===== src/rtl/pc060ha_mailbox_ctrl_if.sv =====
// Master/slave strobe and data bundle for the PC060HA mailbox controller.
// Strobes are single-cycle and already synchronous to the controller clock.
interface pc060ha_mailbox_ctrl_if #(parameter int DW = 4);
  logic          m_sel;
  logic          m_wr;
  logic          m_rd;
  logic [DW-1:0] m_din;
  logic [DW-1:0] m_dout;
  logic          s_sel;
  logic          s_wr;
  logic          s_rd;
  logic [DW-1:0] s_din;
  logic [DW-1:0] s_dout;
  logic          s_nmi;
  logic          sub_reset;

  modport master (
    output m_sel, m_wr, m_rd, m_din, s_sel, s_wr, s_rd, s_din,
    input  m_dout, s_dout, s_nmi, sub_reset
  );

  modport slave (
    input  m_sel, m_wr, m_rd, m_din, s_sel, s_wr, s_rd, s_din,
    output m_dout, s_dout, s_nmi, sub_reset
  );
endinterface


===== src/rtl/pc060ha_mailbox_ctrl.sv =====
// Dual-sided 4-slot mailbox with auto-incrementing index registers, full flags, slave NMI and sub-CPU reset.
// Writes land at the strobe edge; read data is registered one cycle after RD; no backpressure (strobes always accepted).
module pc060ha_mailbox_ctrl #(
  parameter int DW       = 4,
  parameter int NMI_SLOT = 3
) (
  input logic                      CLK,
  input logic                      RESET,
  pc060ha_mailbox_ctrl_if.slave    bus
);

  logic [DW-1:0] ms_box [4];
  logic [DW-1:0] sm_box [4];
  logic [3:0]    ms_full, sm_full;
  logic [2:0]    m_idx, s_idx, m_idx_nxt, s_idx_nxt;
  logic [DW-1:0] m_dout, s_dout, m_rdata, s_rdata;
  logic          nmi_en, s_nmi, sub_reset;

  // Write wins over read on a side; the slave side is frozen while held in reset.
  logic m_wr, m_rd, s_wr, s_rd;
  assign m_wr = bus.m_wr;
  assign m_rd = bus.m_rd & ~bus.m_wr;
  assign s_wr = bus.s_wr & ~sub_reset;
  assign s_rd = bus.s_rd & ~bus.s_wr & ~sub_reset;

  logic       m_slot, s_slot;
  logic [1:0] m_k, s_k;
  assign m_slot = bus.m_sel & ~m_idx[2];
  assign s_slot = bus.s_sel & ~s_idx[2];
  assign m_k    = m_idx[1:0];
  assign s_k    = s_idx[1:0];

  logic m_box_wr, m_box_rd, s_box_wr, s_box_rd;
  assign m_box_wr = m_wr & m_slot;
  assign m_box_rd = m_rd & m_slot;
  assign s_box_wr = s_wr & s_slot;
  assign s_box_rd = s_rd & s_slot;

  logic m_ctl_wr, s_ctl_wr;
  assign m_ctl_wr = m_wr & bus.m_sel & (m_idx == 3'd6);
  assign s_ctl_wr = s_wr & bus.s_sel & (s_idx == 3'd6);

  logic [3:0] ms_set, ms_clr, sm_set, sm_clr;
  assign ms_set = m_box_wr ? (4'b0001 << m_k) : 4'b0000;
  assign sm_set = s_box_wr ? (4'b0001 << s_k) : 4'b0000;
  assign ms_clr = s_box_rd ? (4'b0001 << s_k) : 4'b0000;
  assign sm_clr = m_box_rd ? (4'b0001 << m_k) : 4'b0000;

  logic nmi_set, nmi_clr;
  assign nmi_set = m_box_wr & (m_k == 2'(NMI_SLOT)) & nmi_en;
  assign nmi_clr = (s_box_rd & (s_k == 2'(NMI_SLOT))) | (s_ctl_wr & ~bus.s_din[0]);

  always_comb begin
    m_rdata = '0;
    if (!bus.m_sel) m_rdata = DW'(m_idx);
    else begin
      case (m_idx)
        3'd0, 3'd1, 3'd2, 3'd3: m_rdata = sm_box[m_k];
        3'd4:                   m_rdata = DW'(sm_full);
        3'd5:                   m_rdata = DW'(ms_full);
        3'd6:                   m_rdata = DW'(sub_reset);
        default:                m_rdata = '0;
      endcase
    end
  end

  always_comb begin
    s_rdata = '0;
    if (!bus.s_sel) s_rdata = DW'(s_idx);
    else begin
      case (s_idx)
        3'd0, 3'd1, 3'd2, 3'd3: s_rdata = ms_box[s_k];
        3'd4:                   s_rdata = DW'(ms_full);
        3'd5:                   s_rdata = DW'(sm_full);
        3'd6:                   s_rdata = DW'(nmi_en);
        default:                s_rdata = '0;
      endcase
    end
  end

  // Slot accesses step through 0..3 and wrap; control/status indices stay put.
  always_comb begin
    m_idx_nxt = m_idx;
    if (m_wr && !bus.m_sel)          m_idx_nxt = bus.m_din[2:0];
    else if ((m_wr || m_rd) && m_slot) m_idx_nxt = {1'b0, m_k + 2'd1};
    s_idx_nxt = s_idx;
    if (s_wr && !bus.s_sel)          s_idx_nxt = bus.s_din[2:0];
    else if ((s_wr || s_rd) && s_slot) s_idx_nxt = {1'b0, s_k + 2'd1};
  end

  always_ff @(posedge CLK or posedge RESET) begin
    if (RESET) begin
      for (int i = 0; i < 4; i++) begin
        ms_box[i] <= '0;
        sm_box[i] <= '0;
      end
      ms_full   <= '0;
      sm_full   <= '0;
      m_idx     <= '0;
      s_idx     <= '0;
      m_dout    <= '0;
      s_dout    <= '0;
      nmi_en    <= 1'b0;
      s_nmi     <= 1'b0;
      sub_reset <= 1'b1;
    end else begin
      m_idx   <= m_idx_nxt;
      s_idx   <= s_idx_nxt;
      if (m_box_wr) ms_box[m_k] <= bus.m_din;
      if (s_box_wr) sm_box[s_k] <= bus.s_din;
      ms_full <= (ms_full & ~ms_clr) | ms_set;
      sm_full <= (sm_full & ~sm_clr) | sm_set;
      if (m_rd) m_dout <= m_rdata;
      if (s_rd) s_dout <= s_rdata;
      if (m_ctl_wr) sub_reset <= bus.m_din[0];
      if (s_ctl_wr) nmi_en    <= bus.s_din[0];
      if (nmi_set)      s_nmi <= 1'b1;
      else if (nmi_clr) s_nmi <= 1'b0;
    end
  end

  assign bus.m_dout    = m_dout;
  assign bus.s_dout    = s_dout;
  assign bus.s_nmi     = s_nmi;
  assign bus.sub_reset = sub_reset;

endmodule

===== src/flat_wrapper.sv =====
// flat-port wrapper written by rule: the top's interface ports become plain ports
module pc060ha_mailbox_ctrl_flat 
#(
  parameter int DW       = 4,
  parameter int NMI_SLOT = 3
)
  (CLK, RESET, bus_m_sel, bus_m_wr, bus_m_rd, bus_m_din, bus_s_sel, bus_s_wr, bus_s_rd, bus_s_din, bus_m_dout, bus_s_dout, bus_s_nmi, bus_sub_reset);
  pc060ha_mailbox_ctrl_if #(.DW(DW)) bus_i ();
  input logic CLK;
  input logic RESET;
  input wire logic [$bits(bus_i.m_sel)-1:0] bus_m_sel;
  input wire logic [$bits(bus_i.m_wr)-1:0] bus_m_wr;
  input wire logic [$bits(bus_i.m_rd)-1:0] bus_m_rd;
  input wire logic [$bits(bus_i.m_din)-1:0] bus_m_din;
  input wire logic [$bits(bus_i.s_sel)-1:0] bus_s_sel;
  input wire logic [$bits(bus_i.s_wr)-1:0] bus_s_wr;
  input wire logic [$bits(bus_i.s_rd)-1:0] bus_s_rd;
  input wire logic [$bits(bus_i.s_din)-1:0] bus_s_din;
  output wire logic [$bits(bus_i.m_dout)-1:0] bus_m_dout;
  output wire logic [$bits(bus_i.s_dout)-1:0] bus_s_dout;
  output wire logic [$bits(bus_i.s_nmi)-1:0] bus_s_nmi;
  output wire logic [$bits(bus_i.sub_reset)-1:0] bus_sub_reset;
  assign bus_i.m_sel = bus_m_sel;
  assign bus_i.m_wr = bus_m_wr;
  assign bus_i.m_rd = bus_m_rd;
  assign bus_i.m_din = bus_m_din;
  assign bus_i.s_sel = bus_s_sel;
  assign bus_i.s_wr = bus_s_wr;
  assign bus_i.s_rd = bus_s_rd;
  assign bus_i.s_din = bus_s_din;
  assign bus_m_dout = bus_i.m_dout;
  assign bus_s_dout = bus_i.s_dout;
  assign bus_s_nmi = bus_i.s_nmi;
  assign bus_sub_reset = bus_i.sub_reset;
  pc060ha_mailbox_ctrl #(.DW(DW), .NMI_SLOT(NMI_SLOT)) u_core (.CLK(CLK), .RESET(RESET), .bus(bus_i));
endmodule

===== config.mk =====
export PLATFORM = sky130hd
export DESIGN_NAME = pc060ha_mailbox_ctrl_flat
export DESIGN_NICKNAME = d
export VERILOG_FILES = /design/src/rtl/pc060ha_mailbox_ctrl_if.sv /design/src/rtl/pc060ha_mailbox_ctrl.sv /design/src/flat_wrapper.sv
export SDC_FILE = /design/constraint.sdc
export NUM_CORES = 1
export LEC_CHECK = 0
export ABC_AREA = 1
export BUFFER_PORTS_ARGS = -buffer_cell sky130_fd_sc_hd__buf_4
export CAP_MARGIN = 5
export CORE_MARGIN = 1.5
export CORE_UTILIZATION = 60
export DETAILED_ROUTE_END_ITERATION = 10
export PLACE_DENSITY = 0.89
export SYNTH_ARGS = -nofsm -noshare
export SYNTH_HDL_FRONTEND = slang
export SYNTH_SLANG_ARGS = --single-unit

===== constraint.sdc =====
create_clock -name CLK -period 1.95 [get_ports CLK]
set_clock_uncertainty 0.1 [all_clocks]
set_input_delay 0.195 -clock CLK [delete_from_list [all_inputs] [get_ports CLK]]
set_output_delay 0.195 -clock CLK [all_outputs]
set_load 0.1 [all_outputs]

* Word level (Yosys, flattened, before mapping) *
Cells that the tools add are included.
W data, S select, Z words.

storage, ports and cells
  register bits after elaboration = 57
  bits of input ports = 16

cells by class
  muxes and demuxes = 26
  eq/ne operators = 14
  reductions and logical operators = 17
  shifts and indexed selects = 2
  magnitude comparators = 4
  $add $sub $neg = 2
  bitwise operators = 33

operator list
  cell                   count
  $mux W4                12
  $bwmux W16             2
  $pmux W4 S4            2
  $and A1 B1 Y1          18
  $eq A3 B3 Y1 const B   6
  $bmux W4 S2            2
  $demux W4 S2           2
  $eq A3 B2 Y1 const B   4
  $mux W3                4
  $and A4 B4 Y4          2
  $not A4 Y4             2
  $or A4 B4 Y4           2
  $reduce_or A4 Y1       2
  $shl A1 B2 Y4 const A  2
  $eq A3 B1 Y1 const B   2
  $ge A3 B3 Y1 const B   2
  $logic_and A1 B1 Y1    6
  $logic_not A3 Y1       2
  $lt A3 B1 Y1 const B   2
  $not A1 Y1             6
  $not A2 Y3             2
  $reduce_bool A2 Y1     3
  $add A2 B1 Y2 const B  2
  $eq A2 B2 Y1 const B   2
  other kinds (4)        7

* Logic depth before layout (Yosys ltp) *
  depth in word-level cells = 8
  gate-level depth with buffers = 12
  depth with buffers taken out = 10

* Least setup slack after synthesis *
OpenSTA, ideal clock, no wires.

  path type = register to register
  start = reg u_core.sub_reset (netlist: u_core.bus.sub_reset)
  end = reg u_core.s_idx[1]
  stages on the path, launching flop included = 6
  period minus slack after synthesis = 1682 ps
  setup time = 129 ps
  data arrival time = 1453 ps
  path slack = 268 ps
  path through = dfstp_2 nor2_1 nand2_1 nand3_1 nand2_1 o21ai_0

on the way
  longest elaborated chain between the ends = 5

ends and longest elaborated chain
  what                              line                                                    text
  start, declared                   pc060ha_mailbox_ctrl.sv:17                              logic nmi_en, s_nmi, sub_reset;
  start signal, assigned            pc060ha_mailbox_ctrl.sv:115                             if (m_ctl_wr) sub_reset <= bus.m_din[0];
  $not A1 Y1 (*)                    pc060ha_mailbox_ctrl.sv:23, pc060ha_mailbox_ctrl.sv:24
  $and A1 B1 Y1 (on tied branches)  pc060ha_mailbox_ctrl.sv:23, pc060ha_mailbox_ctrl.sv:24
  $logic_or A1 B1 Y1                pc060ha_mailbox_ctrl.sv:88                              else if ((s_wr || s_rd) && s_slot) s_idx_nxt = {1'b0, s_k + 2'd1};
  $logic_and A1 B1 Y1               pc060ha_mailbox_ctrl.sv:88
  $reduce_bool A2 Y1 (no line)      --
  end signal, assigned              pc060ha_mailbox_ctrl.sv:108                             s_idx <= s_idx_nxt;
  end, declared                     pc060ha_mailbox_ctrl.sv:15                              logic [2:0] m_idx, s_idx, m_idx_nxt, s_idx_nxt;

Every way passes the cells marked *; elsewhere a longest branch is shown, timed or not.
A chain may end at the register's enable or synchronous reset.

* Worst setup path after layout *
  start = reg u_core.m_idx[1]
  end = reg u_core.m_dout[1] (netlist: u_core.bus.m_dout[1])

on the way
  longest elaborated chain between the ends = 6

ends and longest elaborated chain
  what                                         line                         text
  start, declared                              pc060ha_mailbox_ctrl.sv:15
  start signal, assigned                       pc060ha_mailbox_ctrl.sv:107  m_idx <= m_idx_nxt;
  $not A2 Y3 (not written as such)             pc060ha_mailbox_ctrl.sv:58   3'd0, 3'd1, 3'd2, 3'd3: m_rdata = sm_box[m_k];
  $bmux W4 S2                                  pc060ha_mailbox_ctrl.sv:58
  $mux W4 (not written as such) (2 in series)  pc060ha_mailbox_ctrl.sv:58
  $pmux W4 S4                                  pc060ha_mailbox_ctrl.sv:57   case (m_idx)
  $mux W4 (*)                                  pc060ha_mailbox_ctrl.sv:55   if (!bus.m_sel) m_rdata = DW'(m_idx);
  end signal, assigned                         pc060ha_mailbox_ctrl.sv:113  if (m_rd) m_dout <= m_rdata;
  end, declared                                pc060ha_mailbox_ctrl.sv:16   logic [DW-1:0] m_dout, s_dout, m_rdata, s_rdata;

Every way passes the cells marked *; elsewhere a longest branch is shown, timed or not. The select of a mux whose other input is x is not followed.

==> impl_metrics.py <==
metrics = {
    "global_routing": {
        "grt_pass1_vias": 2553,
        "antenna_found_initial": 0,
        "overflow": 0,
        "grt_max_degree": 24,
        "grt_usage_pct": 28.83,
        "grt_first_pass_wirelength_um": 11980,
    },
    "clock_network": {
        "cts.sinks": 57,
        "worstSkewPairLatency_ns": 0.34,
        "numCtsBuffers": 9,
        "post-cts-setup-buffers": 0,
        "h-tree-depth": 3,
        "cts_tree": "yes",
        "clockBufferDepth": 2,
        "cts_root_buf": "clkbuf_8",
        "clkSlewWorstSetupHoldPaths_ns": 0.07,
    },
    "logic_synthesis": {
        "synth_fp_nets": 429,
        "yosysMostFrequentCell": "nand2_1",
        "yosysTopAreaCell": "dfrtp_1",
        "synthTopCellsByArea": "dfrtp_1 45%, nand2_1 16%, inv_1 6.6%",
        "synthArstFlopShare_pct": 100.0,
        "synth_area_mm2": 0.003136,
        "synth_commonest_cells": "137 x nand2_1, 56 x dfrtp_1, 55 x inv_1",
        "ys_warn_count": 0,
        "synth_edf_count": 0,
        "synth.distinct_cells": 25,
        "synth_top_cell_area_share_pct": 44.69,
        "seq_area_frac_synth_pct": 45.53,
        "syn_area_per_cell_um2": 7.742,
        "syn-instance-count": 405,
        "synth-main-ff-cell": "dfrtp_1",
        "synth-seq-cells": 57,
    },
    "setup_path": {
        "slowest_delay_ns": 0.38,
        "crit_top_cell": "nand2_1",
        "cp-start-kind": "register",
        "r2r_start": "u_core.m_idx[1]",
        "arrival_ns": 1.95,
        "cp-end-kind": "register",
        "cp-startpoint": "u_core.m_idx[1]",
        "setup.worst_path.end": "u_core.bus.m_dout[1]",
        "r2r_end": "u_core.bus.m_dout[1]",
        "path_max_fanout": 7,
        "worstSetupPathType": "register to register",
        "reg2reg_depth": 8,
        "path_cells": "inv_1 > ha_1 > nor2_1 > a21oi_2 > nand2_1 > nand2_1 > nand2_1 > a21oi_2",
        "required_ns": 2.12,
        "slowest_stage": "dfrtp_1",
        "r2r_slack_ns": 0.17,
    },
    "floorplanning": {
        "initial_utilization_pct": 61.79,
        "die-area_mm2": 0.005669,
        "ioPinCount": 26,
        "fp-row-count": 26,
        "dieHeight_um": 75.29,
        "chipWidth_um": 75.29,
        "coreArea_mm2": 0.005075,
    },
    "timing": {
        "worst_slew_pin_slew_ns": 0.5023,
        "min_period_over_period_pct": 91.27,
        "setup_violations": 0,
        "period_needed_ns": 1.780,
        "rsz0062_at_grt": "false",
        "setup_tns_ns": 0,
        "hold_viol_final": 0,
        "fmax_mhz": 561.9,
        "slew_headroom_pct": 66.47,
        "slew_viol_final": 0,
    },
    "layout": {
        "drive_gt1_share_pct": 19.29,
        "multi_input_area_mm2": 0.001400,
        "nets": 470,
        "fill_cells": 401,
        "final_area_mm2": 0.003656,
        "regArea_mm2": 0.001429,
        "fin_cells": 521,
        "post-route-util_pct": 72.04,
        "syn2layout_area_growth_pct": 16.60,
        "n_antenna_cell": 0,
    },
    "pwr": {
        "p_per_area_mw_per_mm2": 1629,
        "ir_worst_vdd_v": 0.0007463,
        "total_power_w": 0.005957,
        "p_leak_nw": 2.001,
    },
    "drt": {
        "vias_per_cell": 5.447,
        "drcViolationCount": 0,
        "totalWireLength_um": 7419,
        "dr.pass1.iters": 5,
        "first_iter_violations": 311,
        "dr_total_vias": 2838,
        "ant_nets": 0,
        "wl_per_cell_um": 14.24,
    },
    "placement": {
        "place_inst": 501,
        "dpl.hpwl_um": 5152,
        "dpl_cell_area_mm2": 0.003418,
        "gp_congestion": 0.9608,
        "numPortBuffers": 25,
    },
    "hold_path": {
        "worstHoldPathType": "input pin to register",
    },
    "flow_run": {
        "maxCapViolCount": 0,
    },
    "run_status": {
        "status": "finished clean",
    },
}
critical path: cells and delay by family (launching register included):
kind                       cells  cell delay (ns)
AOI/OAI and AO/OA              2             0.33
and+or+nand+nor                4             0.33
buffers and inverters          1             0.21
adders and majority gates      1             0.36
DFF                            1             0.38
kinds of logic (layout without fill, tap and decap cells):
kind of cell	count (synthesis)	after routing	synth area share, %
and+or+nand+nor	203	203	29.41
AOI/OAI and AO/OA	67	67	12.05
DFF	57	57	45.53
buffers and inverters	70	116	9.817
adders and majority gates	8	8	3.192
flip-flops by register name, indices dropped and copies added (netlist names):
register / cells
u_core.bus.s_dout: 4
u_core.ms_box: 16
u_core.bus.sub_reset: 1
u_core.sm_full: 4
u_core.s_idx: 3
u_core.nmi_en: 1
u_core.ms_full: 4
u_core.bus.m_dout: 4
u_core.sm_box: 16
u_core.bus.s_nmi: 1
u_core.m_idx: 3
layer usage:
metal | track usage, % | vias up | routed length, um
met2 | 45.22 | 112 | 3575
met5 | 0 | - | 0
met3 | 5.556 | 23 | 447
met1 | 37.90 | 1353 | 3131
met4 | 15.67 | 0 | 264
li1 | - | 1350 | -
per-stage QoR:
step	hold slack, ns	worst slack (ns)
finish	0.04302	0.1702
detailed placement	0.1559	0.1489
floorplan	0.2160	0.2570
CTS	0.03486	0.1266
global route	0.05661	0.03489
global placement	0.1544	0.2261
cell type report:
class                           count  share of cell area [%]
Sequential cell                    57                   39.08
Inverter                           64                   6.845
Tap cell                           70                   2.396
Clock inverter                      5                   1.506
Multi-Input combinational cell    278                   38.30
Timing Repair Buffer               36                   8.008
Clock buffer                       11                   3.867
power breakdown:
part	leakage (nW)	internal [W]	switching, W
clock network	0.0953	0.000620	0.000483
registers	0.696	0.00171	0.000370
logic	1.21	0.000877	0.00189
cell usage in the layout, fill, tap and decap left out, types with 10 or more instances in the layout:
cell type / netlist / routed
o21ai_1: 31 / 31
o21ai_0: 16 / 16
inv_1: 55 / 54
dfrtp_1: 56 / 55
buf_4: 1 / 31
nand2_1: 137 / 137
nand3_1: 32 / 32
nor2_1: 15 / 15
clkbuf_8: 0 / 10
repair_timing:
item,in CTS,in global routing
hold buffers,4,0
endpoints found under the setup margin,0,3
resized for setup,0,1
hold endpoints to repair,24,0
worst min-delay path by stage:
stage | slack, ns | startpoint | cells after the start | end
global route | 0.06 | bus_m_sel | 3 | u_core.bus.m_dout[1]
CTS | 0.03 | bus_m_sel | 3 | u_core.bus.m_dout[2]
detailed placement | 0.16 | RESET | 2 | u_core.bus.s_nmi
floorplan | 0.22 | bus_m_din[0] | 2 | u_core.ms_box[0]
global placement | 0.15 | RESET | 2 | u_core.bus.s_nmi
finish | 0.04 | bus_m_sel | 3 | u_core.bus.m_dout[2]
Power figures use the tool's default switching activity.
